--- src/rtl/pipe_hazard_ctrl.sv ---
// pipe_hazard_ctrl
//   Pipeline hazard controller: per-stage stall/flush generation for
//   backpressure, load-use and branch redirect, plus a RUN/DRAIN/TRAP/HALT
//   sequencer for trap entry and debug halt, and two saturating counters.
//
// Ports
//   clk_i, rst_ni        clock (rising edge), synchronous active-low reset
//   stage_valid_i[N]     stage holds a live instruction (index 0 = IF)
//   stage_busy_i[N]      stage cannot advance this cycle
//   load_use_hazard_i    ID consumes an EX load result
//   redirect_i           taken branch / jump at REDIRECT_STAGE
//   trap_req_i           exception / interrupt request
//   halt_req_i           debug halt request
//   resume_i             debug resume
//   clr_cnt_i            clear performance counters
//   stall_o[N]           per-stage hold
//   flush_o[N]           per-stage bubble insert
//   trap_ack_o           one-cycle trap-entry pulse
//   halted_o             core halted
//   state_o              RUN=0, DRAIN=1, TRAP=2, HALT=3
//   stall_cycles_o       RUN cycles with stall_o[0]=1 (saturating)
//   redirect_cnt_o       accepted redirects (saturating)
module pipe_hazard_ctrl #(
    parameter int NUM_STAGES     = 5,
    parameter int REDIRECT_STAGE = 2,
    parameter int DRAIN_TIMEOUT  = 16,
    parameter int CNT_W          = 32
) (
    input  logic                  clk_i,
    input  logic                  rst_ni,
    input  logic [NUM_STAGES-1:0] stage_valid_i,
    input  logic [NUM_STAGES-1:0] stage_busy_i,
    input  logic                  load_use_hazard_i,
    input  logic                  redirect_i,
    input  logic                  trap_req_i,
    input  logic                  halt_req_i,
    input  logic                  resume_i,
    input  logic                  clr_cnt_i,
    output logic [NUM_STAGES-1:0] stall_o,
    output logic [NUM_STAGES-1:0] flush_o,
    output logic                  trap_ack_o,
    output logic                  halted_o,
    output logic [1:0]            state_o,
    output logic [CNT_W-1:0]      stall_cycles_o,
    output logic [CNT_W-1:0]      redirect_cnt_o
);

    typedef enum logic [1:0] {
        ST_RUN   = 2'd0,
        ST_DRAIN = 2'd1,
        ST_TRAP  = 2'd2,
        ST_HALT  = 2'd3
    } state_t;

    localparam int DCNT_W = $clog2(DRAIN_TIMEOUT + 1);
    localparam logic [DCNT_W-1:0]     DCNT_LAST  = DCNT_W'(DRAIN_TIMEOUT - 1);
    localparam logic [NUM_STAGES-1:0] REDIR_MASK = NUM_STAGES'((1 << REDIRECT_STAGE) - 1);

    state_t                r_state, w_state_nxt;
    logic                  r_trap_pend, r_halt_pend;
    logic [DCNT_W-1:0]     r_dcnt;
    logic [CNT_W-1:0]      r_stall_cnt, r_redir_cnt;

    logic [NUM_STAGES-1:0] w_busy_eff, w_bstall, w_bflush;
    logic [NUM_STAGES-1:0] w_stall, w_flush;
    logic                  w_redir_acc, w_trap_ack, w_halted;
    logic                  w_drained, w_tmo;
    logic                  w_unused;

    // Stage 0 is force-held during DRAIN, so its busy bit must not create a
    // bubble in stage 1.
    assign w_busy_eff = (r_state == ST_DRAIN) ? {stage_busy_i[NUM_STAGES-1:1], 1'b0}
                                              : stage_busy_i;

    // Backpressure: stage k holds if any stage at or beyond k is busy; the
    // stage just past the highest busy one gets a bubble.
    assign w_bflush[0] = 1'b0;
    for (genvar k = 0; k < NUM_STAGES; k++) begin : g_bstall
        assign w_bstall[k] = |w_busy_eff[NUM_STAGES-1:k];
        if (k > 0) begin : g_bflush
            assign w_bflush[k] = w_bstall[k-1] & ~w_bstall[k];
        end
    end

    assign w_drained = ~|stage_valid_i[NUM_STAGES-1:1];
    assign w_tmo     = (r_dcnt == DCNT_LAST);
    assign w_unused  = stage_valid_i[0];

    always_comb begin
        w_state_nxt = r_state;
        w_stall     = '0;
        w_flush     = '0;
        w_redir_acc = 1'b0;
        w_trap_ack  = 1'b0;
        w_halted    = 1'b0;
        case (r_state)
            ST_RUN: begin
                w_stall     = w_bstall;
                w_flush     = w_bflush;
                w_redir_acc = redirect_i & ~w_bstall[REDIRECT_STAGE];
                // An accepted redirect kills the load consumer, so load-use
                // is only applied when no redirect is taken.
                if (load_use_hazard_i && !w_redir_acc) begin
                    w_stall[1:0] = 2'b11;
                    if (!w_bstall[2]) begin
                        w_flush[2] = 1'b1;
                    end
                end
                if (w_redir_acc) begin
                    w_stall = w_stall & ~REDIR_MASK;
                    w_flush = w_flush | REDIR_MASK;
                end
                if (trap_req_i || halt_req_i) begin
                    w_state_nxt = ST_DRAIN;
                end
            end
            ST_DRAIN: begin
                w_stall    = w_bstall;
                w_stall[0] = 1'b1;
                w_flush    = w_bflush;
                w_flush[0] = 1'b1;
                if (w_drained || w_tmo) begin
                    w_state_nxt = r_trap_pend ? ST_TRAP : ST_HALT;
                    if (!w_drained) begin
                        w_flush = '1;
                    end
                end
            end
            ST_TRAP: begin
                w_flush     = '1;
                w_trap_ack  = 1'b1;
                w_state_nxt = r_halt_pend ? ST_DRAIN : ST_RUN;
            end
            ST_HALT: begin
                w_stall  = '1;
                w_halted = 1'b1;
                if (resume_i) begin
                    w_state_nxt = ST_RUN;
                end
            end
            default: w_state_nxt = ST_RUN;
        endcase
        if (!rst_ni) begin
            w_stall     = '1;
            w_flush     = '1;
            w_trap_ack  = 1'b0;
            w_halted    = 1'b0;
            w_redir_acc = 1'b0;
        end
    end

    always_ff @(posedge clk_i) begin
        if (!rst_ni) begin
            r_state     <= ST_RUN;
            r_trap_pend <= 1'b0;
            r_halt_pend <= 1'b0;
            r_dcnt      <= '0;
            r_stall_cnt <= '0;
            r_redir_cnt <= '0;
        end else begin
            r_state <= w_state_nxt;
            if (r_state == ST_RUN && (trap_req_i || halt_req_i)) begin
                r_trap_pend <= trap_req_i;
                r_halt_pend <= halt_req_i;
            end
            if (r_state == ST_TRAP) begin
                r_trap_pend <= 1'b0;
            end
            if (r_state == ST_HALT && resume_i) begin
                r_halt_pend <= 1'b0;
            end
            if (r_state == ST_DRAIN && w_state_nxt == ST_DRAIN) begin
                r_dcnt <= r_dcnt + 1'b1;
            end else begin
                r_dcnt <= '0;
            end
            if (clr_cnt_i) begin
                r_stall_cnt <= '0;
                r_redir_cnt <= '0;
            end else begin
                if (r_state == ST_RUN && w_stall[0] && !(&r_stall_cnt)) begin
                    r_stall_cnt <= r_stall_cnt + 1'b1;
                end
                if (w_redir_acc && !(&r_redir_cnt)) begin
                    r_redir_cnt <= r_redir_cnt + 1'b1;
                end
            end
        end
    end

    assign stall_o        = w_stall;
    assign flush_o        = w_flush;
    assign trap_ack_o     = w_trap_ack;
    assign halted_o       = w_halted;
    assign state_o        = r_state;
    assign stall_cycles_o = r_stall_cnt;
    assign redirect_cnt_o = r_redir_cnt;

endmodule

--- config.mk ---
export PLATFORM = sky130hd
export DESIGN_NAME = pipe_hazard_ctrl
export DESIGN_NICKNAME = d
export VERILOG_FILES = /design/src/rtl/pipe_hazard_ctrl.sv
export SDC_FILE = /design/constraint.sdc
export NUM_CORES = 1
export LEC_CHECK = 0
export BUFFER_PORTS_ARGS = -buffer_cell sky130_fd_sc_hd__buf_4
export CAP_MARGIN = 10
export CORE_ASPECT_RATIO = 0.5
export CORE_UTILIZATION = 45
export DETAILED_ROUTE_END_ITERATION = 7
export PLACE_DENSITY = 0.72
export SETUP_SLACK_MARGIN = 0.3
export SKIP_CTS_REPAIR_TIMING = 1
export SLEW_MARGIN = 20
export SYNTH_ARGS = -nofsm -noshare
export SYNTH_HDL_FRONTEND = slang
export SYNTH_SLANG_ARGS = --single-unit
--- constraint.sdc ---
create_clock -name clk_i -period 2.4 [get_ports clk_i]
set_clock_uncertainty 0.2 [all_clocks]
set_input_delay 0.48 -clock clk_i [delete_from_list [all_inputs] [get_ports clk_i]]
set_output_delay 0.48 -clock clk_i [all_outputs]
set_load 0.02 [all_outputs]
==> run_results.csv, run 1 <==
group,metric,value,unit
run_status,outcome,"complete, but fails checks",
run_status,violations,"setup timing",
sta,rsz0062_at_grt,"yes",
grt,number_of_antenna_violations_at_the_first_check_in_global_routing,0,
sta,tightest_slew,0.591,ns
logic_synthesis,synth_compound_gate_area_share,0.223,
routing,drt_iter0_markers,536,
sta,report.final.setup_viol,15,
worst_hold_path,min_path_type,"input pin to flop",
power_and_ir_drop,power.share.switching,0.268,
logic_synthesis,synth_sequential_area_ratio,0.355,
die,initial_utilization,0.468,
logic_synthesis,synth_area_per_cell,8.06,µm²
cells_and_area,final_util,0.810,
power_and_ir_drop,peak_supply_drop,0.360,mV
logic_synthesis,synth_top_family_by_area,"simple AND/OR/NAND/NOR gates",
cells_and_area,layout-drive-gt1-share,0.573,
grt,maximum_number_of_pins_on_one_net_before_global_route_repair,45,
sta,finalHoldWorstSlack,0.169,ns
logic_synthesis,ys_seq_elements,73,
grt,grt.total_usage,0.240,
clock_network,clock_insertion_delay_worst_skew,0.35,ns
clock_network,tritoncts_sinks,73,
die,io_pins,96,
power_and_ir_drop,share_comb_of_total_power,0.168,
logic_synthesis,synth_async_sr_flop_share,0,
power_and_ir_drop,seqPwrFrac,0.387,
setup_path,slowest_delay,0.56,ns
power_and_ir_drop,p_leak,2.62,nW
sta,final_period_minus_worst_setup_slack,2.63,ns
power_and_ir_drop,total_power,3.15,mW
sta,max-slew-margin-rel,0.605,
setup_path,cp_cell_sequence,"buf_6 -> or4_4 -> o211a_1 -> a211oi_2 -> o21ai_2 -> buf_6",
routing,first_pass_iters,5,
logic_synthesis,adder_cell_area_share_of_the_yosys_netlist,0.0274,
setup_path,worst-endpoint-arrival,1.95,ns
logic_synthesis,netlist_instances,511,
cells_and_area,final_common_cell,"buf_4",
logic_synthesis,number_of_enable_flip_flop_cells_after_synthesis,0,
logic_synthesis,ys_dominant_reg_cell,"dfxtp_1",
setup_path,worst-endpoint-required,1.72,ns
cells_and_area,final_cell_mix,"buf_4, dfxtp_1, nand2_1, buf_6, a21oi_1",
setup_path,setup.worst_path.class,"input pin to output port",
routing,avgViaCountPerCell,6.42,
grt,grt-ovfl-total,0,
logic_synthesis,parity_gate_share_of_the_synthesized_area_counting_xor_and_xnor_cells,0.00638,
clock_network,ctsRootBufferMaster,"clkbuf_16",
clock_network,tritoncts,"yes",
cells_and_area,design.final.nets,704,
clock_network,htreeDepth,3,
logic_synthesis,synth_cell_types,55,
sta,final.period_utilization,1.09,
placed_design,dp.final_hpwl,7770,µm
sta,drv_slew,0,
die,die-height,69.6,µm
setup_path,critPathCaptureType,"output port",
routing,postRouteAntennaNets,0,
setup_path,crit_top_cell,"buf_6",
cells_and_area,fillerInstances,505,
clock_network,worst_setup_hold_path_clk_slew,0.06,ns
logic_synthesis,yosys_warnings,0,
sta,finalHoldViolCount,0,
job,maxCapViolCount,0,
placed_design,io_buffers,94,
routing,routed_wl,16600,µm
power_and_ir_drop,powerDensity,442,nW/µm²
die,die_w,137,µm
logic_synthesis,post_synthesis_share_of_cell_area_spent_on_and_or_nand_and_nor_gates,0.325,
clock_network,tritoncts.num_buffers,9,
power_and_ir_drop,power_frac_clock,0.445,
setup_path,critical_path_peak_fanout,3,
logic_synthesis,synthesis.nets,538,
clock_network,clockBufferDepth,2,
cells_and_area,areaGrowthSynthToFinish,73.1,%
grt,global_route_wire_length_before_repair,18200,µm
setup_path,slowest_stage,"or4_4",
grt,vias_in_the_first_global_route,3949,
die,coreArea,8800,µm²
die,rows,24,
power_and_ir_drop,netSwitchingPower,843,µW
routing,drc_errors,0,
routing,dr_wl_cell,20.8,µm
power_and_ir_drop,cellInternalPower,2.30,mW
sta,final.setup.worst_slack,-0.227,ns
sta,fmaxAchievable,381,MHz
placed_design,gp_routability_congestion,0.908,
cells_and_area,antennaDiodeCount,0,
logic_synthesis,yosys-mux-area-fraction,0.0146,
routing,vias,5131,
setup_path,worstSetupStartpointType,"input pin",
die,die_area,9560,µm²
logic_synthesis,post_synth_instance_area,4120,µm²
==> power by group through the flow <==
stage / clock network [mW] / logic (mW) / registers, mW
after floorplan: 0 / 0.175 / 1.25
after global placement: 0 / 0.298 / 1.24
after detailed placement: 0 / 0.301 / 1.24
after CTS: 1.39 / 0.304 / 1.22
after global routing: 1.44 / 0.547 / 1.22
final: 1.40 / 0.528 / 1.22
==> worst paths after layout <==
path	slack (ns)	cells past startpoint	to	start
worst max register to register	-0.03	12	stall_cycles_o[6]$_SDFFE_PP0P_	state_o[0]$_SDFF_PN0_
worst max-delay path	-0.23	6	stall_o[1]	stage_busy_i[2]
worst min register to register	0.25	1	r_dcnt[0]$_SDFF_PN0_	r_dcnt[0]$_SDFF_PN0_
worst min-delay path	0.17	2	r_halt_pend$_SDFFE_PP0P_	resume_i
==> cell type report <==
class                      instances  area [µm²]  area share
clock inverter                     3        18.8     0.00263
tap                              117         146      0.0205
sequential                        73        1550       0.217
multi-input combinational        393        3310       0.465
inverter                          14        60.1     0.00843
timing repair buffer             186        1750       0.246
clock buffer                      13         292      0.0409
==> registers in the layout (all words and copies together) (netlist names) <==
register and flops:
r_dcnt 5, state_o 2, redirect_cnt_o 32, r_trap_pend 1, r_halt_pend 1, stall_cycles_o 32
==> per-stage QoR <==
| stage | setup TNS [ns] | instances | instance area, µm² | worst slack [ns] |
|---|---|---|---|---|
| 2_1_floorplan | 0 | 511 | 4350 | 0.0887 |
| 3_3_place_gp | -4.23 | 734 | 5390 | -0.155 |
| 3_5_place_dp | -5.36 | 734 | 5390 | -0.179 |
| 4_1_cts | -1.24 | 750 | 5700 | -0.245 |
| 5_1_grt | -1.98 | 799 | 7130 | -0.271 |
| 6_report | -0.913 | 799 | 7130 | -0.227 |
==> per-layer routing <==
layer | global-route usage | up-vias | share of wire
met5 | 0 | - | 0
met3 | 0.0716 | 39 | 0.062
met2 | 0.386 | 224 | 0.49
met1 | 0.307 | 2560 | 0.43
met4 | 0.0745 | 0 | 0.023
li1 | - | 2308 | -
==> cell usage after synthesis, types with 2 or more instances <==
master    number  area share
a211oi_1       2      0.0036
a21o_1         2      0.0036
a21oi_1       56       0.068
a221oi_1       2      0.0043
a31o_2         2      0.0043
a31oi_1        5      0.0076
a41o_1         2      0.0049
and2_1         9       0.014
and3_1        10       0.015
and4_1        10       0.021
buf_2          3      0.0036
buf_4          6       0.011
clkbuf_1      21       0.019
dfxtp_1       73        0.36
ha_1           9       0.027
inv_1         14       0.013
mux2i_1        6       0.015
nand2_1       39       0.036
nand3_1       22       0.027
nand4_1       24       0.036
nand4_2        2      0.0061
nor2_1        21       0.019
nor2b_1        3      0.0046
nor3_1        10       0.012
nor3b_1        2      0.0036
nor4_1         4      0.0061
o211ai_1       2      0.0036
o21ai_0       37       0.045
o311ai_0       4      0.0085
o31ai_1       27       0.049
o41ai_1        2      0.0043
or2_2          9       0.014
or3_1         22       0.033
or4_1         27       0.049
xor2_1         2      0.0043
==> cell families (layout without fill, tap and decap cells) <==
family	Yosys count	after routing
flops	73	73
xor+xnor	3	3
buf+inv	46	216
fa+ha+maj	9	9
compound gates	149	150
simple gates	225	225
mux	6	6
==> worst max-delay path, delay by kind of cell <==
kind / cells / cell delay, ns
buffers and inverters: 2 / 0.24
AND/OR/NAND/NOR: 1 / 0.56
AO/OA/AOI/OAI: 3 / 0.66
(Power assumes the default switching activity.)
==> run 2, diff against run 1 <==
--- a/config.mk
+++ b/config.mk
@@ -12,7 +12,6 @@
 export DETAILED_ROUTE_END_ITERATION = 7
 export PLACE_DENSITY = 0.72
 export SETUP_SLACK_MARGIN = 0.3
-export SKIP_CTS_REPAIR_TIMING = 1
 export SLEW_MARGIN = 20
 export SYNTH_ARGS = -nofsm -noshare
 export SYNTH_HDL_FRONTEND = slang
==> run 2 against run 1 <==
The run still ends with setup timing left. Utilization rose by 0.65 points. First-iteration DRC count fell by 4.1%. Die area did not move. Power rose by 1.9%. Critical path depth did not move. Cell count rose by 0.25%. Final area rose by 0.81%. Fmax rose by 5.3%.
==> run_results.csv, run 2 (same netlist as run 1, synthesis figures left out) <==
group,metric,value,unit
grt,grt-ovfl-total,0,
cells_and_area,design.final.nets,706,
grt,grt_use_met2,0.473,
placed_design,io_buffers,94,
setup_path,worst-endpoint-required,1.72,ns
grt,grt_use_met3,0.0724,
die,initial_utilization,0.468,
die,io_pins,96,
sta,final.setup.worst_slack,-0.0953,ns
cells_and_area,fillerInstances,505,
setup_path,critPathCaptureType,"output port",
cells_and_area,final_common_cell,"buf_4",
power_and_ir_drop,p_leak,2.62,nW
routing,avgViaCountPerCell,6.37,
cells_and_area,layout-drive-gt1-share,0.554,
sta,max-slew-margin-rel,0.683,
clock_network,tritoncts,"yes",
clock_network,clockBufferDepth,2,
setup_path,setup.worst_path.class,"input pin to output port",
setup_path,timing.rr.start,"stall_cycles_o[25]$_SDFFE_PP0P_",
routing,vias,5099,
worst_hold_path,min_path_type,"input pin to flop",
sta,rsz0062_at_grt,"yes",
routing,first_pass_iters,7,
grt,vias_in_the_first_global_route,4433,
routing,drt_iter0_markers,514,
grt,grt.total_usage,0.288,
cells_and_area,final_cell_mix,"buf_4, dfxtp_1, a21oi_1",
die,die_area,9560,µm²
setup_path,critical_path_peak_fanout,3,
run_status,violations,"setup timing",
job,maxCapViolCount,0,
grt,number_of_antenna_violations_at_the_first_check_in_global_routing,0,
sta,final_period_minus_worst_setup_slack,2.50,ns
grt,grt_util_met1,0.361,
routing,postRouteAntennaNets,0,
clock_network,tritoncts_sinks,73,
sta,drv_slew,0,
placed_design,dp.final_hpwl,7770,µm
routing,routed_wl,16200,µm
die,rows,24,
sta,final.period_utilization,1.04,
grt,grt.busiest_layer,"met2",
clock_network,holdBufCountCts,0,
run_status,outcome,"complete, but fails checks",
routing,drc_errors,0,
setup_path,worst-endpoint-arrival,1.82,ns
routing,dr_wl_cell,20.2,µm
clock_network,htreeDepth,3,
cells_and_area,final_design_area_no_fill,7180,µm²
power_and_ir_drop,total_power,3.21,mW
cells_and_area,final_util,0.816,
worst_hold_path,holdCritStartpoint,"resume_i",
clock_network,ctsRootBufferMaster,"clkbuf_16",
grt,maximum_number_of_pins_on_one_net_before_global_route_repair,45,
sta,fmaxAchievable,401,MHz
die,coreArea,8800,µm²
sta,tightest_slew,0.474,ns
sta,report.final.setup_viol,20,
sta,finalHoldViolCount,0,
grt,global_route_wire_length_before_repair,21500,µm
placed_design,place_area,5390,µm²
placed_design,gp_routability_congestion,0.908,
power_and_ir_drop,peak_supply_drop,0.398,mV
setup_path,worstSetupStartpointType,"input pin",
clock_network,clock_insertion_delay_worst_skew,0.33,ns
die,die-height,69.6,µm
cells_and_area,areaGrowthSynthToFinish,74.5,%
setup_path,worst_setup_path_startpoint,"stage_busy_i[1]",
clock_network,tritoncts.num_buffers,9,
die,die_w,137,µm
power_and_ir_drop,powerDensity,447,nW/µm²
cells_and_area,antennaDiodeCount,0,
clock_network,worst_setup_hold_path_clk_slew,0.06,ns
[run 2: changes by cell type in the layout (fill, tap and decap cells not counted), sizes merged]
cell	delta
buf	+7
clkbuf	-4
a2bb2oi	-1
[run 2: area by class of cell]
class                   count  area (µm²)  area share
multi-input cells         392        3300       0.459
well taps                 117         146      0.0204
repair buffers            189        1820       0.254
clock inverters             3        18.8     0.00261
flip-flops and latches     73        1550       0.215
inverters                  14        60.1     0.00836
clock buffers              13         292      0.0406
[run 2: path summary, 6_finish.rpt]
| check | to | slack (ns) | cells after the start |
|---|---|---|---|
| max | stall_o[1] | -0.1 | 6 |
| min | r_halt_pend$_SDFFE_PP0P_ | 0.16 | 2 |
| max reg2reg | stall_cycles_o[21]$_SDFFE_PP0P_ | -0.03 | 6 |
| min reg2reg | r_trap_pend$_SDFFE_PP0P_ | 0.28 | 2 |
[run 2: what timing repair did]
| item | 4_1_cts | 5_1_grt |
|---|---|---|
| resized for setup | 107 | 101 |
| endpoints found under the setup margin | 52 | 72 |
| pin swaps | 63 | 64 |
| setup buffers | 17 | 22 |
| gates cloned | 8 | 4 |
[run 2: per-stage QoR]
step | TNS, ns | setup WS (ns) | hold slack, ns | cells
after floorplan | 0 | 0.0887 | 0.203 | 511
after global placement | -4.23 | -0.155 | 0.211 | 734
after detailed placement | -5.36 | -0.179 | 0.218 | 734
after CTS | -0.373 | -0.137 | 0.145 | 775
after global routing | -1.42 | -0.130 | 0.168 | 801
final | -0.709 | -0.0953 | 0.164 | 801
[run 2: layer usage]
layer	share of wire	routed length, µm	vias up
met2	0.49	7980	230
met3	0.060	963	58
li1	-	-	2313
met5	0	0	-
met1	0.41	6690	2498
met4	0.033	532	0
[run 2: power breakdown]
part | total, mW | leakage (nW) | internal, mW | switching, mW
logic | 0.604 | 1.86 | 0.309 | 0.295
registers | 1.21 | 0.610 | 1.20 | 0.0103
clock network | 1.39 | 0.153 | 0.848 | 0.545
total | 3.21 | 2.62 | 2.36 | 0.850
[run 2: critical path: stages]
cell      delay (ns)
buf_6           0.09
or4_4           0.56
o211a_1         0.25
a211oi_2        0.21
o21ai_2         0.09
buf_6           0.13
